## src/rtl/mac_pkg.sv

```systemverilog
// Shared constants, FSM state type and lane-slicing helper for the MAC array job controller.
package mac_pkg;

  localparam int unsigned LANES  = 8;
  localparam int unsigned DATA_W = 8;
  localparam int unsigned PROD_W = 2 * DATA_W;
  localparam int unsigned ACC_W  = 24;
  localparam int unsigned CNT_W  = 8;

  typedef enum logic [1:0] {
    StIdle,
    StRun,
    StDrain,
    StHold
  } state_e;

  // Bit offset of a lane inside a packed multi-lane bus.
  function automatic int unsigned lane_lsb(int unsigned lane, int unsigned width);
    return lane * width;
  endfunction

endpackage

```

## src/rtl/mac_lane_acc.sv

```systemverilog
// One lane accumulator: zero-extended product add with wrap and carry-out.
module mac_lane_acc #(
  parameter int unsigned PROD_W = 16,
  parameter int unsigned ACC_W  = 24
) (
  input  logic              clk,
  input  logic              rst,
  input  logic              clr,
  input  logic              en,
  input  logic [PROD_W-1:0] prod,
  output logic [ACC_W-1:0]  acc,
  output logic              carry
);

  logic [ACC_W:0] sum;

  always_comb begin
    sum   = {1'b0, acc} + {{(ACC_W + 1 - PROD_W){1'b0}}, prod};
    carry = en & sum[ACC_W];
  end

  always_ff @(posedge clk) begin
    if (rst) begin
      acc <= '0;
    end else if (clr) begin
      acc <= '0;
    end else if (en) begin
      acc <= sum[ACC_W-1:0];
    end
  end

endmodule

```

## src/rtl/mac_array_sched.sv

```systemverilog
// Job controller for the registered multiplier array: pulls K operand beats, accumulates the
// array products per lane, and presents the dot-product vector on a valid/ready output.
module mac_array_sched #(
  parameter int unsigned LANES  = mac_pkg::LANES,
  parameter int unsigned DATA_W = mac_pkg::DATA_W,
  parameter int unsigned PROD_W = mac_pkg::PROD_W,
  parameter int unsigned ACC_W  = mac_pkg::ACC_W,
  parameter int unsigned CNT_W  = mac_pkg::CNT_W
) (
  input  logic                      clk,
  input  logic                      rst,
  input  logic                      start,
  input  logic [CNT_W-1:0]          beats,
  output logic                      busy,
  output logic                      err_zero,
  input  logic                      in_valid,
  output logic                      in_ready,
  input  logic [LANES*DATA_W-1:0]   in_a,
  input  logic [LANES*DATA_W-1:0]   in_b,
  output logic [LANES*DATA_W-1:0]   arr_a,
  output logic [LANES*DATA_W-1:0]   arr_b,
  input  logic [LANES*PROD_W-1:0]   arr_prod,
  output logic                      out_valid,
  input  logic                      out_ready,
  output logic [LANES*ACC_W-1:0]    out_acc,
  output logic                      out_ovf
);

  import mac_pkg::*;

  state_e           state;
  logic [CNT_W-1:0] rem;
  logic             prod_vld;
  logic             fire;
  logic             job_clr;
  logic [LANES-1:0] carry;

  assign fire    = in_valid & in_ready;
  assign job_clr = (state == StIdle) & start & (beats != '0);

  // Operand buses idle at zero so the array sees no stray products between beats.
  always_comb begin
    arr_a = fire ? in_a : '0;
    arr_b = fire ? in_b : '0;
  end

  for (genvar i = 0; i < LANES; i++) begin : g_lane
    mac_lane_acc #(
      .PROD_W(PROD_W),
      .ACC_W (ACC_W)
    ) u_acc (
      .clk  (clk),
      .rst  (rst),
      .clr  (job_clr),
      .en   (prod_vld),
      .prod (arr_prod[lane_lsb(i, PROD_W) +: PROD_W]),
      .acc  (out_acc[lane_lsb(i, ACC_W) +: ACC_W]),
      .carry(carry[i])
    );
  end

  always_ff @(posedge clk) begin
    if (rst) begin
      state     <= StIdle;
      rem       <= '0;
      prod_vld  <= 1'b0;
      out_ovf   <= 1'b0;
      err_zero  <= 1'b0;
      busy      <= 1'b0;
      in_ready  <= 1'b0;
      out_valid <= 1'b0;
    end else begin
      err_zero <= 1'b0;
      prod_vld <= fire;
      if (prod_vld && (carry != '0)) begin
        out_ovf <= 1'b1;
      end
      unique case (state)
        StIdle: begin
          if (start) begin
            if (beats == '0) begin
              err_zero <= 1'b1;
            end else begin
              rem      <= beats;
              out_ovf  <= 1'b0;
              busy     <= 1'b1;
              in_ready <= 1'b1;
              state    <= StRun;
            end
          end
        end
        StRun: begin
          if (fire) begin
            rem <= rem - 1'b1;
            if (rem == CNT_W'(1)) begin
              in_ready <= 1'b0;
              state    <= StDrain;
            end
          end
        end
        // Last product lands on arr_prod this cycle and is folded in at the edge.
        StDrain: begin
          out_valid <= 1'b1;
          state     <= StHold;
        end
        StHold: begin
          if (out_ready) begin
            out_valid <= 1'b0;
            busy      <= 1'b0;
            state     <= StIdle;
          end
        end
        default: state <= StIdle;
      endcase
    end
  end

endmodule

```

## config.mk

```make
export PLATFORM = sky130hd
export DESIGN_NAME = mac_array_sched
export DESIGN_NICKNAME = d
export VERILOG_FILES = /design/src/rtl/mac_pkg.sv /design/src/rtl/mac_lane_acc.sv /design/src/rtl/mac_array_sched.sv
export SDC_FILE = /design/constraint.sdc
export NUM_CORES = 1
export LEC_CHECK = 0
export CAP_MARGIN = 20
export CORE_AREA = 3 3 249 251
export CTS_CLUSTER_SIZE = 12
export DETAILED_ROUTE_END_ITERATION = 16
export DIE_AREA = 0 0 252 254
export PLACE_DENSITY_LB_ADDON = 0.05
export SYNTH_ARGS = -nofsm -noshare
export SYNTH_HDL_FRONTEND = slang
export SYNTH_SLANG_ARGS = --single-unit
```

## constraint.sdc

```tcl
create_clock -name clk -period 3.5 [get_ports clk]
set_input_delay 1.05 -clock clk [delete_from_list [all_inputs] [get_ports clk]]
set_output_delay 1.05 -clock clk [all_outputs]
set_load 0.01 [all_outputs]
```

### Word level (Yosys, flattened, before mapping)

Index checks and enable logic that the tools add are counted.

* register bits: 208
* input bits: 269
* output and inout port bits: 325
* logic and storage cells: 87

* $add $sub $neg: 9
* eq/ne operators: 9
* mux-type cells: 25
* bitwise operators: 13
* reductions and logical operators: 15

Operators with widths (count)
* adder 24 x 16 -> 25 bit: 8
* 2-to-1 mux 64 bit: 2
* 2-to-1 mux 8 bit: 3
* case mux 8 bit (2 select lines): 1
* nonzero test 8 bit: 2
* AND 1 bit: 11
* 2-to-1 mux 1 bit: 10
* 2-to-1 mux 2 bit: 5
* != test 2 bit (second input constant): 5
* AND reduction 5 bit: 2
* == test 8 x 1 -> 1 bit (second input constant): 1
* zero test 8 bit: 1
* case mux 2 bit (4 select lines): 1
* AND reduction 4 bit: 2
* subtractor 8 x 1 -> 8 bit (second input constant): 1
* case mux 1 bit (2 select lines): 3
* nonzero test 2 bit: 3
* == test 2 bit (second input constant): 2
* OR reduction 3 bit: 1
* == test 2 x 1 -> 1 bit (second input constant): 1
* zero test 2 bit: 1
* NOT 1 bit: 2
* AND reduction 2 bit: 1
* OR reduction 2 bit: 1
* logical AND 1 bit: 1

### Depth between registers and ports, before layout

Gate-level depths: netlist (run 1).

* depth after elaboration: 8
* depth in mapped cells: 11
* mapped depth without buffers: 10

### Modules after synthesis

Synthesis (run 1) repeated with hierarchy kept, for this count alone.

* cells, all modules: 2080
* area total of the unflattened synthesis: 16507.1 um^2

Modules (own cells, without submodules)
* mac_lane_acc at g_lane[0].u_acc ...: times used 4, cells each 222, area an instance 1810.5 um^2, sequential area each 480.5 um^2
* mac_array_sched: times used 1, cells each 279, area an instance 1926.8 um^2, sequential area each 320.3 um^2
* mac_lane_acc at g_lane[6].u_acc: times used 1, cells each 241, area an instance 1908.1 um^2, sequential area each 480.5 um^2
* mac_lane_acc at g_lane[7].u_acc: times used 1, cells each 230, area an instance 1880.6 um^2, sequential area each 480.5 um^2
* mac_lane_acc at g_lane[4].u_acc: times used 1, cells each 235, area an instance 1835.5 um^2, sequential area each 480.5 um^2
* mac_lane_acc at g_lane[5].u_acc: times used 1, cells each 207, area an instance 1714.1 um^2, sequential area each 480.5 um^2

### Worst setup path before layout (run 1)

Ideal clock, no wire load.

* kind: input to register
* start point: input arr_prod[96]
* end point: register out_ovf
* setup time: 0.127 ns
* arrival: 3.301 ns
* data required time: 3.373 ns
* path slack: 0.072 ns
* cell stages on the path: 10
* buffers on the path: 0
* cells stage by stage: ha_1 -> fa_1 -> a211oi_2 -> o211ai_2 -> a41oi_2 -> o22a_2 -> nor3_1 -> or4b_1 -> nor4_1 -> a21oi_1

* longest elaborated chain between the ends: 8

Ends and longest elaborated chain
* from (decl): line mac_array_sched.sv:22 `input logic [LANES*PROD_W-1:0] arr_prod,`
* adder 24 x 16 -> 25 bit (*): line mac_lane_acc.sv:18 `sum = {1'b0, acc} + {{(ACC_W + 1 - PROD_W){1'b0}}, prod};`
* AND 1 bit (*): line mac_lane_acc.sv:19 `carry = en & sum[ACC_W];`
* nonzero test 8 bit (*): line mac_array_sched.sv:75 `if (prod_vld && (carry != '0)) begin`
* logical AND 1 bit (*): line mac_array_sched.sv:75
* 2-to-1 mux 1 bit (*): line mac_array_sched.sv:75
* 2-to-1 mux 1 bit: line mac_array_sched.sv:81 `if (beats == '0) begin`
* 2-to-1 mux 1 bit: line mac_array_sched.sv:80 `if (start) begin`
* 2-to-1 mux 1 bit (*): line mac_array_sched.sv:78 `unique case (state)`
* to (signal assigned): line mac_array_sched.sv:67 `out_ovf <= 1'b0;`
* to (signal assigned): line mac_array_sched.sv:76 `out_ovf <= 1'b1;`
* to (signal assigned): line mac_array_sched.sv:85 `out_ovf <= 1'b0;`
* to (decl): line mac_array_sched.sv:26 `output logic out_ovf`

Mark *: on every way between the ends. The rest lies on a longest branch, timed or not.
A chain may end at the register's enable or synchronous reset.

### Final worst setup path (run 1)

* start point: input in_valid
* end point: output arr_a[35]

* longest elaborated chain between the ends: 2

Ends and longest elaborated chain
* from (decl): line mac_array_sched.sv:16 `input logic in_valid,`
* AND 1 bit: line mac_array_sched.sv:38 `assign fire = in_valid & in_ready;`
* 2-to-1 mux 64 bit: line mac_array_sched.sv:43 `arr_a = fire ? in_a : '0;`
* to (decl): line mac_array_sched.sv:20 `output logic [LANES*DATA_W-1:0] arr_a,`

No other way between the ends.

==> metrics, run 1 <==
outcome=complete, no violations; Layout Nets=3035; WL/cell=20.00 um; Core Area=60130 um^2; FILL cells=6125; CP startpoint kind=input port; CP Data Arrival Time=2.36 ns; die area=64010 um^2; final hold vios=0; main flop type after synthesis=dfxtp_1; post-synthesis register bit count=208; Antenna Nets Post-Route=0; CP Data Required Time=2.45 ns; min Tclk post-route=3.414 ns; die height=254 um; Slew @ Worst Pin=0.6339 ns; post-DP HPWL=55450 um; Synth area leaders=dfxtp_1 (28%), ha_1 (11%), and3_1 (6.2%), nor2_1 (6.1%), mux2i_1 (5.4%); Syn Area/Cell=8.033 um^2; row count=90; VDD IR-drop max=0.0003224 V; Max Slew Vio Count=0; clock latency on the worst-skew pair=0.58 ns; num ports=594; number of synthesized flops with an enable pin=0; largest area contributor in the netlist=dfxtp_1; drt via density=4.851; leak pwr=10.17 nW; fmax=0.2930 GHz; Area growth syn-to-layout=63.66%; CTS Hold Bufs=0; initial antenna violation count=21; fraction of layout cells with a size suffix above 1=12.13%; clk slew on worst S/H paths=0.06 ns; vias in the first global route=16.96k; RSZ-0062 raised after global routing=no; final setup vio count=0; largest net degree at the start of global routing=132; Tcrit/Tclk final=97.53%; Crit Path Max Fanout=76; kind of critical path=input port to output port; Pre-Repair DR Iteration Count=5; normalized max-slew margin=57.74%; global placement routability congestion=0.9330; # port buffers=593; post-synth top area share=27.94%; Post-Place Setup Slack=-0.7197 ns; TritonCTS Buffers=30; post-CTS setup buffers=0; area of the mapped netlist=14900 um^2; GRT Total Usage=20.62%; Initial Utilization=24.78%; Hold Path Class=flop to flop; critical path capture point type=output port; H-Tree Depth=1; Distinct cells, synth=75; via count=16.69k; Synth Warn #=0; Clock Skews=0.03096 ns; first-pass GRT wire length=102500 um; clk sink count=208; Post-Synthesis Cells=1855; max cap viols=0; power density cells=366.3 nW/um^2; Placed Area=23300 um^2; Die X=252 um; Worst Slack Setup Final=0.08648 ns; number of remaining DRC errors=0; CTS tree=done; clock root cell=clkbuf_16; Max clock buf depth=3; Final Cell Area=24390 um^2; final wirelength=68830 um; GR Overflow Total=0; Syn Nets=2266; initial drt markers=751; ys async rst share=0%; Seq/Total Area, Yosys=27.94%
==> cell usage after synthesis, drive strengths merged, types with 12 or more instances <==
library cell and count:
a211oi 40, a21o 48, a21oi 130, a31oi 21
and3 150, clkbuf 76, dfxtp 208, ha 134
inv 41, mux2i 80, nand2 105, nand3 56
nand4 27, nor2 242, nor3 44, nor4 15
o211ai 17, o21a 12, o21ai 88, o21bai 20
or3 22, xnor2 78, xor2 50
==> where the power goes <==
group / leakage (nW) / switching [mW] / internal [mW]
clock network: 0.476 / 1.27 / 1.87
logic: 8.01 / 1.64 / 1.53
registers: 1.68 / 0.125 / 2.50
==> flip-flops by register name (all words and copies together), names as in the netlist <==
signal / flops
g_lane.u_acc.acc: 192
rem: 8
state: 2
busy: 1
err_zero: 1
in_ready: 1
out_ovf: 1
out_valid: 1
prod_vld: 1
==> layer usage <==
layer | up-vias | GRT usage (%) | part of all wire [%]
met5 | - | 0 | 0.029
met4 | 2 | 6.378 | 2.8
met3 | 76 | 4.298 | 5.6
met2 | 408 | 39.34 | 53
met1 | 7866 | 22.79 | 39
li1 | 8340 | - | -
==> critical path, stage by stage <==
cell	delay (ns)
buf_2	0.14
buf_12	0.26
and3_1	0.31
clkdlybuf4s50_1	0.57
==> cell families after synthesis <==
family / after synthesis / synth area share (%)
AOI/OAI and AO/OA: 449 / 19.51
and+or+nand+nor: 718 / 23.86
muxes: 80 / 5.374
xor gates and xnor gates: 128 / 7.523
adders and majority gates: 142 / 12.33
DFF: 208 / 27.94
buffers and inverters: 130 / 3.459
==> worst paths after layout <==
check	from	slack, ns	endpoint	depth (start not counted)
max	in_valid	0.09	arr_a[35]	4
max reg2reg	g_lane[6].u_acc.acc[0]	0.67	out_ovf	10
min reg2reg	g_lane[2].u_acc.acc[2]	0.50	g_lane[2].u_acc.acc[2]	2
min	g_lane[2].u_acc.acc[2]	0.50	g_lane[2].u_acc.acc[2]	2
==> what timing repair did <==
| item | 4_1_cts | 5_1_grt |
|---|---|---|
| resized for setup | 3 | 7 |
| setup endpoints to repair | 1 | 2 |
| pin swaps | 0 | 3 |
==> per-stage QoR <==
| step | hold WS (ns) | setup TNS [ns] | power [mW] | instances | utilization, % |
|---|---|---|---|---|---|
| 6_report | 0.4974 | 0 | 8.933 | 3441 | 40.56 |
| 5_1_grt | 0.5288 | 0 | 9.493 | 3438 | 40.55 |
| 4_1_cts | 0.5028 | 0 | 9.089 | 3429 | 40.47 |
| 3_5_place_dp | 0.4937 | -16.16 | 5.856 | 3374 | 38.75 |
| 3_3_place_gp | 0.4786 | -15.80 | 5.851 | 3374 | 38.75 |
| 2_1_floorplan | 0.4894 | 0 | 4.282 | 1855 | - |
==> cells in the final DEF, fill, tap and decap left out, types with 11 or more instances in the layout <==
master and count:
o21ai_0 83, a211oi_1 38, nand3_1 56, a31oi_1 21
inv_1 40, o211ai_1 16, nor3_1 44, xnor2_1 78
xor2_1 50, a21o_1 47, dfxtp_1 206, buf_4 224
nor4_1 14, o21bai_1 20, nand2_1 105, ha_1 134
o21a_1 12, diode_2 12, nand4_1 27, clkdlybuf4s50_1 591
nor2_1 240, a21oi_1 129, clkbuf_16 30, or3_1 22
and2_1 11, and3_1 147, mux2i_1 80
==> area by class of cell <==
cell class / instances / area (um^2) / area share (%)
antenna: 12 / 30.03 / 0.1231
sequential: 208 / 4169 / 17.09
timing repair buffer: 824 / 7762 / 31.83
clock inverter: 15 / 160.2 / 0.6567
inverter: 43 / 161.4 / 0.6618
clock buffer: 40 / 858.3 / 3.519
tap: 782 / 978.4 / 4.012
multi-input combinational: 1517 / 10270 / 42.10
No activity file was read; power rests on OpenSTA's default activity.
==> inputs of run 2 (changes only) <==
- CORE_AREA: 3 3 249 251 -> 2 2 234 236
- DIE_AREA: 0 0 252 254 -> 0 0 236 238
==> run 2 against run 1 <==
Against the previous run: critical path depth fell by 1; critical path type unchanged; utilization rose by 4.5 points; combinational power barely moved; flip-flop and latch count did not move; final area fell by 1.1%; first-iteration DRC count fell by 0.67%; sequential share of layout area rose by 0.19 points; maximum frequency fell by 0.55%; clock power rose by 2%; clock-buffer cell count rose by 7; non-clock buffer count fell by 28; die area fell by 12%.
==> metrics, run 2 (synthesis results as in run 1) <==
outcome=complete, no violations; Tcrit/Tclk final=98.07% (+0.54 points); max cap viols=0 (unchanged); clk sink count=208 (unchanged); Clock Skews=0.02555 ns (-0.005413 ns); fmax=0.2914 GHz (-0.55%); CP startpoint kind=input port; Max clock buf depth=3 (unchanged); FILL cells=5375 (-12%); H-Tree Depth=1 (unchanged); kind of critical path=input port to output port; WL/cell=20.33 um (+1.6%); die area=56170 um^2 (-12%); clock root cell=clkbuf_16; # port buffers=593 (unchanged); clock latency on the worst-skew pair=0.57 ns (about the same); global placement routability congestion=0.9023 (-3.3%); Pre-Repair DR Iteration Count=5 (unchanged); grt met2 use=40.25% (+0.91 points); via count=16.54k (-0.91%); commonest non-fill, non-tap cells in the layout=clkdlybuf4s50_1 (585), nor2_1 (240), dfxtp_1 (206), buf_4 (198), and3_1 (146); final setup vio count=0 (unchanged); initial drt markers=746 (-0.67%); Final Power=9.007 mW (+0.83%); Crit Path Max Fanout=1 (-99%); normalized max-slew margin=47.01% (-11 points); post-DP HPWL=54860 um (-1.1%); CTS tree=done; Antenna Nets Post-Route=0 (unchanged); TritonCTS Buffers=31 (+3.3%); first-pass GRT wire length=99270 um (-3.2%); fraction of layout cells with a size suffix above 1=11.45% (-0.67 points); initial antenna violation count=16 (-24%); max reg flops=192 (unchanged); most used cell, CP=clkdlybuf4s50_1; Layout Nets=3008 (-0.89%); Core Area=53500 um^2 (-11%); num ports=594 (unchanged); Top reg by flops=g_lane.u_acc.acc; drt via density=4.976 (+2.6%); Fin Setup TNS=0 ns (unchanged); number of remaining DRC errors=0 (unchanged); Slew @ Worst Pin=0.7931 ns (+0.1593 ns); leak pwr=10.09 nW (-0.79%); power density cells=373.5 nW/um^2 (+2.0%); Area growth syn-to-layout=61.82%; CP Data Arrival Time=2.38 ns (+0.02 ns); RSZ-0062 raised after global routing=no; Largest regs=g_lane.u_acc.acc x192, rem x8, state x2; Die X=236 um (-6.3%); final wirelength=67560 um (-1.8%); GR Overflow Total=0 (unchanged); CP peak stage delay=0.59 ns (+0.02 ns); clk slew on worst S/H paths=0.06 ns (about the same); min Tclk post-route=3.432 ns (+0.01878 ns); slowest CP cell=clkdlybuf4s50_1; commonest non-fill, non-tap cell in the layout=clkdlybuf4s50_1; CP Cell Sequence=clkdlybuf4s50_1 -> and3_2 -> clkdlybuf4s50_1; critical path capture point type=output port; Initial Utilization=27.86% (+3.1 points); met1 Use GR=25.45% (+2.7 points); Most Crowded Layer GR=met2; largest net degree at the start of global routing=100 (-24%); final hold vios=0 (unchanged); met3 usage=6.467% (+2.2 points); GRT Total Usage=22.93% (+2.3 points); Hold Path Class=flop to flop; Max Slew Vio Count=0 (unchanged); VDD IR-drop max=0.0003584 V (+11%); CP Data Required Time=2.45 ns (about the same); Util after Layout=45.08% (+4.5 points); die height=238 um (-6.3%); vias in the first global route=16.46k (-3.0%); row count=85 (-5.6%)
## run 2: cell type report
class                      instances  area, um^2  area share [%]
antenna                            9       22.52         0.09339
clock buffer                      47       945.9           3.923
clock inverter                     8       93.84          0.3891
inverter                          43       161.4          0.6693
multi-input combinational       1517       10280           42.65
sequential                       208        4169           17.29
tap                              696       870.8           3.611
timing repair buffer             796        7567           31.38
## run 2: report_power, final
part	leakage, nW	switching, mW	internal [mW]
logic	7.89	1.64	1.54
clock network	0.519	1.22	1.98
registers	1.68	0.126	2.50
total	10.1	2.98	6.03
## run 2: what timing repair did
action / CTS / global route
endpoints found under the hold margin: 0 / 0
setup endpoints to repair: 3 / 5
resized for setup: 6 / 10
buffers inserted: 0 / 1
pin swaps: 1 / 6
hold buffers: 0 / 0
## run 2: per-layer routing
layer	wire length, um	part of all wire (%)
met1	26400	39
met2	33360	49
met3	4559	6.7
met4	3181	4.7
met5	69	0.10
## run 2: metrics by stage
step	setup WS, ns	area, um^2	cells	hold WS (ns)
after CTS	0.004772	24050	3314	0.4951
after global routing	0.01405	24110	3322	0.5248
after global placement	-0.8657	22990	3259	0.4789
after detailed placement	-0.8388	22990	3259	0.4815
final	0.06771	24110	3324	0.4963
after floorplan	0.07154	14900	1855	0.4894
## run 2: final timing paths
path,start,slack [ns],depth (start not counted),endpoint
worst max register to register,g_lane[3].u_acc.acc[6],0.73,9,out_ovf
worst max-delay path,in_b[8],0.07,3,arr_b[8]
worst min-delay path,out_valid,0.50,2,out_valid
worst min register to register,out_valid,0.50,2,out_valid
## run 2: worst max-delay path: cells and delay by family
kind	cells	cell delay [ns]
buffers and inverters	2	1.06
AND/OR/NAND/NOR	1	0.27
